===== src/rtl/text_cursor_ctrl_if.sv =====
// Byte-stream input and character-RAM write bus of the text cursor controller.
// master = byte source / RAM-side observer, slave = text_cursor_ctrl.
interface text_cursor_ctrl_if #(
    parameter int CW = 7,
    parameter int RW = 6
);
    logic [7:0]    in_data;
    logic          in_valid;
    logic          in_ready;
    logic [RW-1:0] tab_out;
    logic [CW-1:0] str_out;
    logic [7:0]    wr_data;
    logic          wr_en;

    modport master (
        output in_data, in_valid,
        input  in_ready, tab_out, str_out, wr_data, wr_en
    );

    modport slave (
        input  in_data, in_valid,
        output in_ready, tab_out, str_out, wr_data, wr_en
    );
endinterface


===== src/rtl/text_cursor_ctrl.sv =====
// Turns a byte stream into row/column writes for the character RAM, with wrap, LF/CR,
// per-row clear and full clear after reset. Optional feature macro: BACKSPACE_EN.
module text_cursor_ctrl #(
    parameter int         COLS     = 80,
    parameter int         ROWS     = 48,
    parameter logic [7:0] CLR_CHAR = 8'h00,
    localparam int        CW       = $clog2(COLS),
    localparam int        RW       = $clog2(ROWS)
) (
    input  logic                clk,
    input  logic                rst,
    text_cursor_ctrl_if.slave   bus,
    output logic [RW-1:0]       cur_tab,
    output logic [CW-1:0]       cur_str,
    output logic                busy
);
    localparam logic [CW-1:0] COL_LAST = CW'(COLS - 1);
    localparam logic [RW-1:0] ROW_LAST = RW'(ROWS - 1);

    typedef enum logic [1:0] {INIT_CLR, IDLE, ROW_CLR} state_t;

    state_t        state, state_nxt;
    logic [RW-1:0] cur_tab_nxt, clr_row, clr_row_nxt, tab_nxt;
    logic [CW-1:0] cur_str_nxt, clr_col, clr_col_nxt, str_nxt;
    logic [7:0]    data_nxt;
    logic          wr_nxt;
    logic          printable;

    function automatic logic [RW-1:0] next_row(input logic [RW-1:0] r);
        return (r == ROW_LAST) ? '0 : r + RW'(1);
    endfunction

    assign bus.in_ready = (state == IDLE);
    assign busy         = (state != IDLE);
    assign printable    = (bus.in_data >= 8'h20) && (bus.in_data <= 8'h7E);

    always_comb begin
        state_nxt   = state;
        cur_tab_nxt = cur_tab;
        cur_str_nxt = cur_str;
        clr_row_nxt = clr_row;
        clr_col_nxt = clr_col;
        wr_nxt      = 1'b0;
        tab_nxt     = bus.tab_out;
        str_nxt     = bus.str_out;
        data_nxt    = bus.wr_data;
        case (state)
            INIT_CLR: begin
                wr_nxt   = 1'b1;
                tab_nxt  = clr_row;
                str_nxt  = clr_col;
                data_nxt = CLR_CHAR;
                if (clr_col == COL_LAST) begin
                    clr_col_nxt = '0;
                    if (clr_row == ROW_LAST) begin
                        clr_row_nxt = '0;
                        state_nxt   = IDLE;
                    end else begin
                        clr_row_nxt = clr_row + RW'(1);
                    end
                end else begin
                    clr_col_nxt = clr_col + CW'(1);
                end
            end
            // cur_tab already points at the freshly entered row
            ROW_CLR: begin
                wr_nxt   = 1'b1;
                tab_nxt  = cur_tab;
                str_nxt  = clr_col;
                data_nxt = CLR_CHAR;
                if (clr_col == COL_LAST) begin
                    clr_col_nxt = '0;
                    state_nxt   = IDLE;
                end else begin
                    clr_col_nxt = clr_col + CW'(1);
                end
            end
            IDLE: begin
                clr_col_nxt = '0;
                if (bus.in_valid) begin
                    if (printable) begin
                        wr_nxt   = 1'b1;
                        tab_nxt  = cur_tab;
                        str_nxt  = cur_str;
                        data_nxt = bus.in_data;
                        if (cur_str == COL_LAST) begin
                            cur_str_nxt = '0;
                            cur_tab_nxt = next_row(cur_tab);
                            state_nxt   = ROW_CLR;
                        end else begin
                            cur_str_nxt = cur_str + CW'(1);
                        end
                    end else if (bus.in_data == 8'h0A) begin
                        cur_str_nxt = '0;
                        cur_tab_nxt = next_row(cur_tab);
                        state_nxt   = ROW_CLR;
                    end else if (bus.in_data == 8'h0D) begin
                        cur_str_nxt = '0;
`ifdef BACKSPACE_EN
                    end else if (bus.in_data == 8'h08 && cur_str != '0) begin
                        cur_str_nxt = cur_str - CW'(1);
                        wr_nxt      = 1'b1;
                        tab_nxt     = cur_tab;
                        str_nxt     = cur_str - CW'(1);
                        data_nxt    = CLR_CHAR;
`endif
                    end
                end
            end
            default: state_nxt = INIT_CLR;
        endcase
    end

    always_ff @(posedge clk or posedge rst) begin
        if (rst) begin
            state       <= INIT_CLR;
            cur_tab     <= '0;
            cur_str     <= '0;
            clr_row     <= '0;
            clr_col     <= '0;
            bus.wr_en   <= 1'b0;
            bus.tab_out <= '0;
            bus.str_out <= '0;
            bus.wr_data <= CLR_CHAR;
        end else begin
            state       <= state_nxt;
            cur_tab     <= cur_tab_nxt;
            cur_str     <= cur_str_nxt;
            clr_row     <= clr_row_nxt;
            clr_col     <= clr_col_nxt;
            bus.wr_en   <= wr_nxt;
            bus.tab_out <= tab_nxt;
            bus.str_out <= str_nxt;
            bus.wr_data <= data_nxt;
        end
    end
endmodule


===== src/flat_wrapper.sv =====
// flat-port wrapper written by rule: the top's interface ports become plain ports
module text_cursor_ctrl_flat 
#(
    parameter int         COLS     = 80,
    parameter int         ROWS     = 48,
    parameter logic [7:0] CLR_CHAR = 8'h00,
    localparam int        CW       = $clog2(COLS),
    localparam int        RW       = $clog2(ROWS)
)
  (clk, rst, cur_tab, cur_str, busy, bus_in_data, bus_in_valid, bus_in_ready, bus_tab_out, bus_str_out, bus_wr_data, bus_wr_en);
  text_cursor_ctrl_if #(.CW(7), .RW(6)) bus_i ();
  input  logic clk;
  input  logic rst;
  output logic [RW-1:0] cur_tab;
  output logic [CW-1:0] cur_str;
  output logic busy;
  input wire logic [$bits(bus_i.in_data)-1:0] bus_in_data;
  input wire logic [$bits(bus_i.in_valid)-1:0] bus_in_valid;
  output wire logic [$bits(bus_i.in_ready)-1:0] bus_in_ready;
  output wire logic [$bits(bus_i.tab_out)-1:0] bus_tab_out;
  output wire logic [$bits(bus_i.str_out)-1:0] bus_str_out;
  output wire logic [$bits(bus_i.wr_data)-1:0] bus_wr_data;
  output wire logic [$bits(bus_i.wr_en)-1:0] bus_wr_en;
  assign bus_i.in_data = bus_in_data;
  assign bus_i.in_valid = bus_in_valid;
  assign bus_in_ready = bus_i.in_ready;
  assign bus_tab_out = bus_i.tab_out;
  assign bus_str_out = bus_i.str_out;
  assign bus_wr_data = bus_i.wr_data;
  assign bus_wr_en = bus_i.wr_en;
  text_cursor_ctrl #(.COLS(COLS), .ROWS(ROWS), .CLR_CHAR(CLR_CHAR)) u_core (.clk(clk), .rst(rst), .bus(bus_i), .cur_tab(cur_tab), .cur_str(cur_str), .busy(busy));
endmodule

===== config.mk =====
export PLATFORM = sky130hd
export DESIGN_NAME = text_cursor_ctrl_flat
export DESIGN_NICKNAME = d
export VERILOG_FILES = /design/src/rtl/text_cursor_ctrl_if.sv /design/src/rtl/text_cursor_ctrl.sv /design/src/flat_wrapper.sv
export SDC_FILE = /design/constraint.sdc
export NUM_CORES = 1
export LEC_CHECK = 0
export CAP_MARGIN = 15
export CORE_AREA = 2 2 69 71
export CTS_CLUSTER_DIAMETER = 30
export DETAILED_ROUTE_END_ITERATION = 6
export DIE_AREA = 0 0 71 73
export DONT_BUFFER_PORTS = 1
export PLACE_DENSITY = 0.75
export SYNTH_ARGS = -nofsm -noshare
export SYNTH_HDL_FRONTEND = slang
export SYNTH_SLANG_ARGS = --single-unit

===== constraint.sdc =====
create_clock -name clk -period 2.42 [get_ports clk]
set_clock_uncertainty 0.15 [all_clocks]
set_input_delay 0.484 -clock clk [delete_from_list [all_inputs] [get_ports clk]]
set_output_delay 0.484 -clock clk [all_outputs]
set_load 0.03 [all_outputs]

==> results of run 1 <==
[placed cells by master, fill, tap and decap left out, types with 2 or more instances in the layout]
cell / instances
nor2b_1: 5
ha_1: 9
o21a_1: 3
nor2_1: 30
a21oi_1: 20
nand3b_1: 2
inv_1: 7
mux2_2: 5
a22o_1: 3
nor3b_1: 4
xnor2_1: 2
clkbuf_8: 6
mux2i_1: 14
nor4_1: 2
dfrtp_1: 50
nand2_1: 17
nand2b_1: 5
or3_1: 3
o31ai_1: 5
buf_4: 15
o21ai_0: 27
nor3_2: 2
nand3_1: 13
and3_1: 6
a21o_1: 4
a22oi_1: 4
nor3_1: 7
nand4_1: 2
[cell families after synthesis]
| family | synth area share [%] |
|---|---|
| and+or+nand+nor | 20.0 |
| AOI/OAI and AO/OA | 18.0 |
| DFF | 46.4 |
| buffers and inverters | 3.02 |
| muxes | 7.71 |
| adders and majority gates | 4.18 |
| xor gates and xnor gates | 0.650 |
[sequential cells by signal, summed over array words and instances (netlist names)]
name and cells:
u_core.bus.wr_en 1, u_core.bus.tab_out 6, u_core.clr_col 7, u_core.state 2
u_core.clr_row 6, u_core.bus.wr_data 8, u_core.cur_str 7, u_core.bus.str_out 7
u_core.cur_tab 6
[layer usage]
layer,global-route usage (%),up-vias,wire length (um)
li1,-,1033,-
met4,9.01,0,82
met5,0,-,0
met1,29.6,993,2430
met3,5.52,6,297
met2,36.7,59,2670
[worst max path at each step]
stage | start | endpoint | slack (ns)
2_1_floorplan | u_core.cur_str[0] | u_core.cur_tab[4] | 0.14
4_1_cts | u_core.state[1] | busy | 0.19
5_1_grt | u_core.clr_col[0] | u_core.clr_row[3] | 0.02
3_5_place_dp | u_core.clr_col[0] | u_core.state[1] | 0.24
6_report | u_core.state[1] | busy | 0.19
3_3_place_gp | u_core.clr_col[0] | u_core.state[1] | 0.33
[report_power, final]
group	internal, mW	leakage, nW	switching, mW
sequential	1.00	0.667	0.315
clock	0.231	0.0482	0.257
combinational	0.350	0.597	0.513
total	1.58	1.31	1.08
[worst max-delay path: cells and delay by family, from the launching register on]
family / cells / cell delay (ns)
fa+ha+maj: 1 / 0.29
flops: 1 / 0.44
buf+inv: 3 / 0.56
[per-stage QoR]
| step | util (%) | std cells | setup slack (ns) | cell area (um2) |
|---|---|---|---|---|
| after detailed placement | 62.8 | 341 | 0.244 | 2850 |
| after global routing | 65.0 | 350 | 0.0179 | 2950 |
| after floorplan | - | 282 | 0.142 | 2700 |
| after CTS | 65.0 | 350 | 0.189 | 2950 |
| after global placement | 62.8 | 341 | 0.335 | 2850 |
| final | 65.0 | 350 | 0.194 | 2950 |
[area by class of cell]
type / instances / area (um2) / share of cell area, %
flip-flops and latches: 50 / 1250 / 42.4
multi-input cells: 212 / 1360 / 46.2
well taps: 54 / 67.6 / 2.29
clock buffers: 7 / 86.3 / 2.93
inverters: 9 / 33.8 / 1.15
repair buffers: 17 / 143 / 4.84
clock inverters: 1 / 5.00 / 0.170
==> summary.txt, run 1 <==
Top cell type by total area after synthesis = dfrtp_1
Initial Util = 59.4%
CP arrival = 1.59 ns
Syn_nets = 302
Post-route ant nets = 0
Drt via density = 5.97
Worst VDD drop = 526 uV
P_leak = 1.31 nW
Final setup viols = 0
Skew-Pair Late Insertion Delay = 0.30 ns
Port-buffer cells = 0
Chip width = 71 um
Pwr Total = 2.67 mW
Final hold slack = 0.176 ns
H-Tree Depth = 2
Initial antenna violation count = 0
Pwr dens = 905 nW/um2
Worst Hold Depth = 1
CP Launch Type = register
Post-cts repair resize count = 0
Routability cong. = 0.895
Most instantiated cells after synthesis = 50 x dfrtp_1, 30 x nor2_1, 27 x o21ai_0, 20 x a21oi_1, 17 x nand2_1
Hold Path End = u_core.bus.wr_data[0]
Die H = 73 um
Vias = 2091
Slew @ Worst Pin = 0.558 ns
R2R depth = 6
# DRC = 0
Top cells by area, synth = dfrtp_1 46%, mux2i_1 5.2%, o21ai_0 5.0%
# fillers = 360
Syn_area_per_cell = 9.56 um2
Total routed wirelength = 5490 um
Share of layout cells above drive strength 1 = 13.2%
Largest net degree at the start of global routing = 51
Peak Freq = 449 MHz
Vias in the first global route = 1992
Hold path startpoint = bus_in_data[0]
Post-CTS Setup Inserts = 0
Num Clock Sinks = 50
CTS Root Cell = clkbuf_8
RR Startpoint = u_core.clr_col[1]
Cell Area, Synth = 2700 um2
Critical-path top delay cell = dfrtp_1
Fin crit share = 92.0%
Max clock buf depth = 2
Total track usage = 22.7%
Worst min path class = in -> reg
Post-synth EDFFs = 0
HPWL Detailed = 3970 um
Flop2flop setup slack = 0.20 ns
RR Endpoint = u_core.state[1]
Die area = 5180 um2
Setup TNS = 0 ns
Worst setup EP type = output pin
Post-synth top area share = 46.4%
Crit Path Max Fanout = 6
Fin. max-slew vios = 0
RSZ-0062 raised after global routing = no
Layout area overhead = 9.42%
Final Hold Viols = 0
CP Class = reg -> out
Yosys cell types = 48
Hold Buf Count CTS = 1
TritonCTS clock tree = done
N_diodes = 0
Number of iterations in the first detailed-routing pass = 4
Cell with the most instances after synthesis = dfrtp_1
Nets@finish = 315
Critical Path Max Stage Delay = 0.44 ns
DR WL/cell = 15.7 um
DRT iter0 DRCs = 270
First-pass GRT wire length = 9230 um
Crit path time final = 2.23 ns
Synthesized instance count = 282
CP Data Required Time = 1.79 ns
Outcome = complete, no violations
Clock transition at path regs = 0.09 ns
Most common flop cell mapped by yosys = dfrtp_1
Worst slew margin = 62.4%
Core area = 4540 um2
Synth Register Bits = 50
Grt ovf = 0
Worst-path cell chain = inv_1 -> ha_1 -> clkinv_1 -> buf_4
TritonCTS Buffers = 5
Row count = 25
YS warnings = 0
Ys async rst share = 100%
Sequential fraction of the synthesis area = 46.4%
IO Pins = 48
Maxcap violations = 0
Power figures use the tool's default switching activity.
==> run 2: changes to the inputs <==
--- a/config.mk
+++ b/config.mk
@@ -12,6 +12,7 @@
 export DIE_AREA = 0 0 71 73
 export DONT_BUFFER_PORTS = 1
 export PLACE_DENSITY = 0.75
+export REMOVE_ABC_BUFFERS = 1
 export SYNTH_ARGS = -nofsm -noshare
 export SYNTH_HDL_FRONTEND = slang
 export SYNTH_SLANG_ARGS = --single-unit
==> run 2 against run 1 <==
Sequential cell count did not move. Fmax rose by 1.7%. Via count rose by 1.7%. Critical path type is now reg -> reg. Largest cell class unchanged. Largest power group unchanged.
==> summary.txt, run 2 (synthesis results as in run 1) <==
Outcome = complete, no violations
Clock share of power = 21.1%
Layout area overhead = 10.4%
DRT iter0 DRCs = 132
Pwr Total = 2.78 mW
Internal cell power = 1.66 mW
Fin crit share = 90.5%
Worst setup EP type = register
Core area = 4540 um2
Hold Buf Count CTS = 1
Vias in the first global route = 2135
Grt ovf = 0
Top reg by flops = u_core.bus.wr_data
Share of layout cells above drive strength 1 = 13.5%
# fillers = 361
Logic pwr share = 31.2%
Nets@finish = 316
TritonCTS Buffers = 5
Most frequent cells in the layout = 50 x dfrtp_1, 30 x nor2_1, 27 x o21ai_0, 20 x a21oi_1, 17 x nand2_1
Vias = 2126
HPWL Detailed = 4390 um
Reg power frac = 47.7%
Largest net degree at the start of global routing = 28
Num Clock Sinks = 50
Crit path time final = 2.19 ns
Peak Freq = 457 MHz
CP Data Required Time = 2.47 ns
Post-CTS Setup Inserts = 0
Initial antenna violation count = 0
Pwr dens = 935 nW/um2
First-pass GRT wire length = 9890 um
Maxcap violations = 0
TritonCTS clock tree = done
Drt via density = 6.06
Total track usage = 24.6%
CTS Root Cell = clkbuf_8
Slew @ Worst Pin = 0.512 ns
Post-cts repair resize count = 0
Die area = 5180 um2
H-Tree Depth = 2
Multi-input logic area = 1360 um2
Worst VDD drop = 638 uV
CP Launch Type = register
DR WL/cell = 17.0 um
Row count = 25
Post-route ant nets = 0
Number of iterations in the first detailed-routing pass = 4
Max reg flops = 8
IO Pins = 48
Net Sw Frac = 40.3%
P_leak = 1.32 nW
Switching power = 1.12 mW
Skew-Pair Late Insertion Delay = 0.31 ns
Chip width = 71 um
CP arrival = 2.24 ns
Total routed wirelength = 5950 um
Clock transition at path regs = 0.09 ns
Port-buffer cells = 0
Fin. max-slew vios = 0
Initial Util = 59.4%
N_diodes = 0
RSZ-0062 raised after global routing = no
Final hold slack = 0.158 ns
Final Hold Viols = 0
Most common cell after layout, fill and taps aside = dfrtp_1
Setup TNS = 0 ns
Routability cong. = 0.840
# DRC = 0
Max clock buf depth = 2
Crit Path Max Fanout = 8
Pre-CTS WS = 0.227 ns
Worst min path class = in -> reg
FF/Latch Area = 1250 um2
Final setup viols = 0
CP Class = reg -> reg
Worst slew margin = 65.8%
Setup ws final = 0.231 ns
Die H = 73 um
==> run 2: cell types whose count changed in the layout (fill, tap and decap cells not counted), sizes merged <==
cell | before | now
clkinvlp | 0 | 1
buf | 16 | 17
clkinv | 2 | 1
clkbuf | 7 | 6
bufinv | 0 | 1
==> run 2: routing by layer <==
layer,GRT usage (%),part of all wire [%]
met2,42.7,50
met1,29.2,42
met5,0,0
met4,8.81,1.2
met3,7.04,7.0
==> run 2: final cells by class <==
type                            count  area share [%]
Clock buffer                        6            2.44
Clock inverter                      2            1.26
Inverter                            9            1.14
Multi-Input combinational cell    212            45.8
Sequential cell                    50            42.1
Tap cell                           54            2.27
Timing Repair Buffer               18            5.05
==> run 2: path summary, 6_finish.rpt <==
| path | startpoint | to | slack (ns) | depth (start not counted) |
|---|---|---|---|---|
| worst min-delay path | bus_in_data[0] | u_core.bus.wr_data[0] | 0.16 | 1 |
| max in group asynchronous | rst | u_core.clr_col[5] | 1.08 | 3 |
| worst min register to register | u_core.clr_row[2] | u_core.clr_row[2] | 0.40 | 1 |
| min in group asynchronous | rst | u_core.cur_tab[4] | 0.52 | 2 |
| worst max register to register | u_core.clr_col[0] | u_core.state[1] | 0.23 | 6 |
| worst max-delay path | u_core.clr_col[0] | u_core.state[1] | 0.23 | 6 |
==> run 2: power by group through the flow <==
stage	clock, mW	sequential [mW]	combinational [mW]
after floorplan	0	1.35	0.611
after detailed placement	0	1.34	0.869
after CTS	0.596	1.33	0.874
final	0.586	1.33	0.869
after global routing	0.630	1.36	0.985
after global placement	0	1.34	0.851
==> run 2: stage by stage <==
step | util [%] | instance area, um2 | instances
finish | 65.6 | 2980 | 351
global route | 65.6 | 2980 | 351
CTS | 65.6 | 2980 | 351
detailed placement | 63.0 | 2860 | 342
global placement | 63.0 | 2860 | 342
floorplan | - | 2650 | 271
==> run 2: critical path, cell delays in order, from the launching register on <==
cell	delay, ns
dfrtp_1	0.43
ha_1	0.21
nand3_1	0.17
nor3_2	0.46
nand2_1	0.17
a2bb2oi_2	0.16
mux2_2	0.34
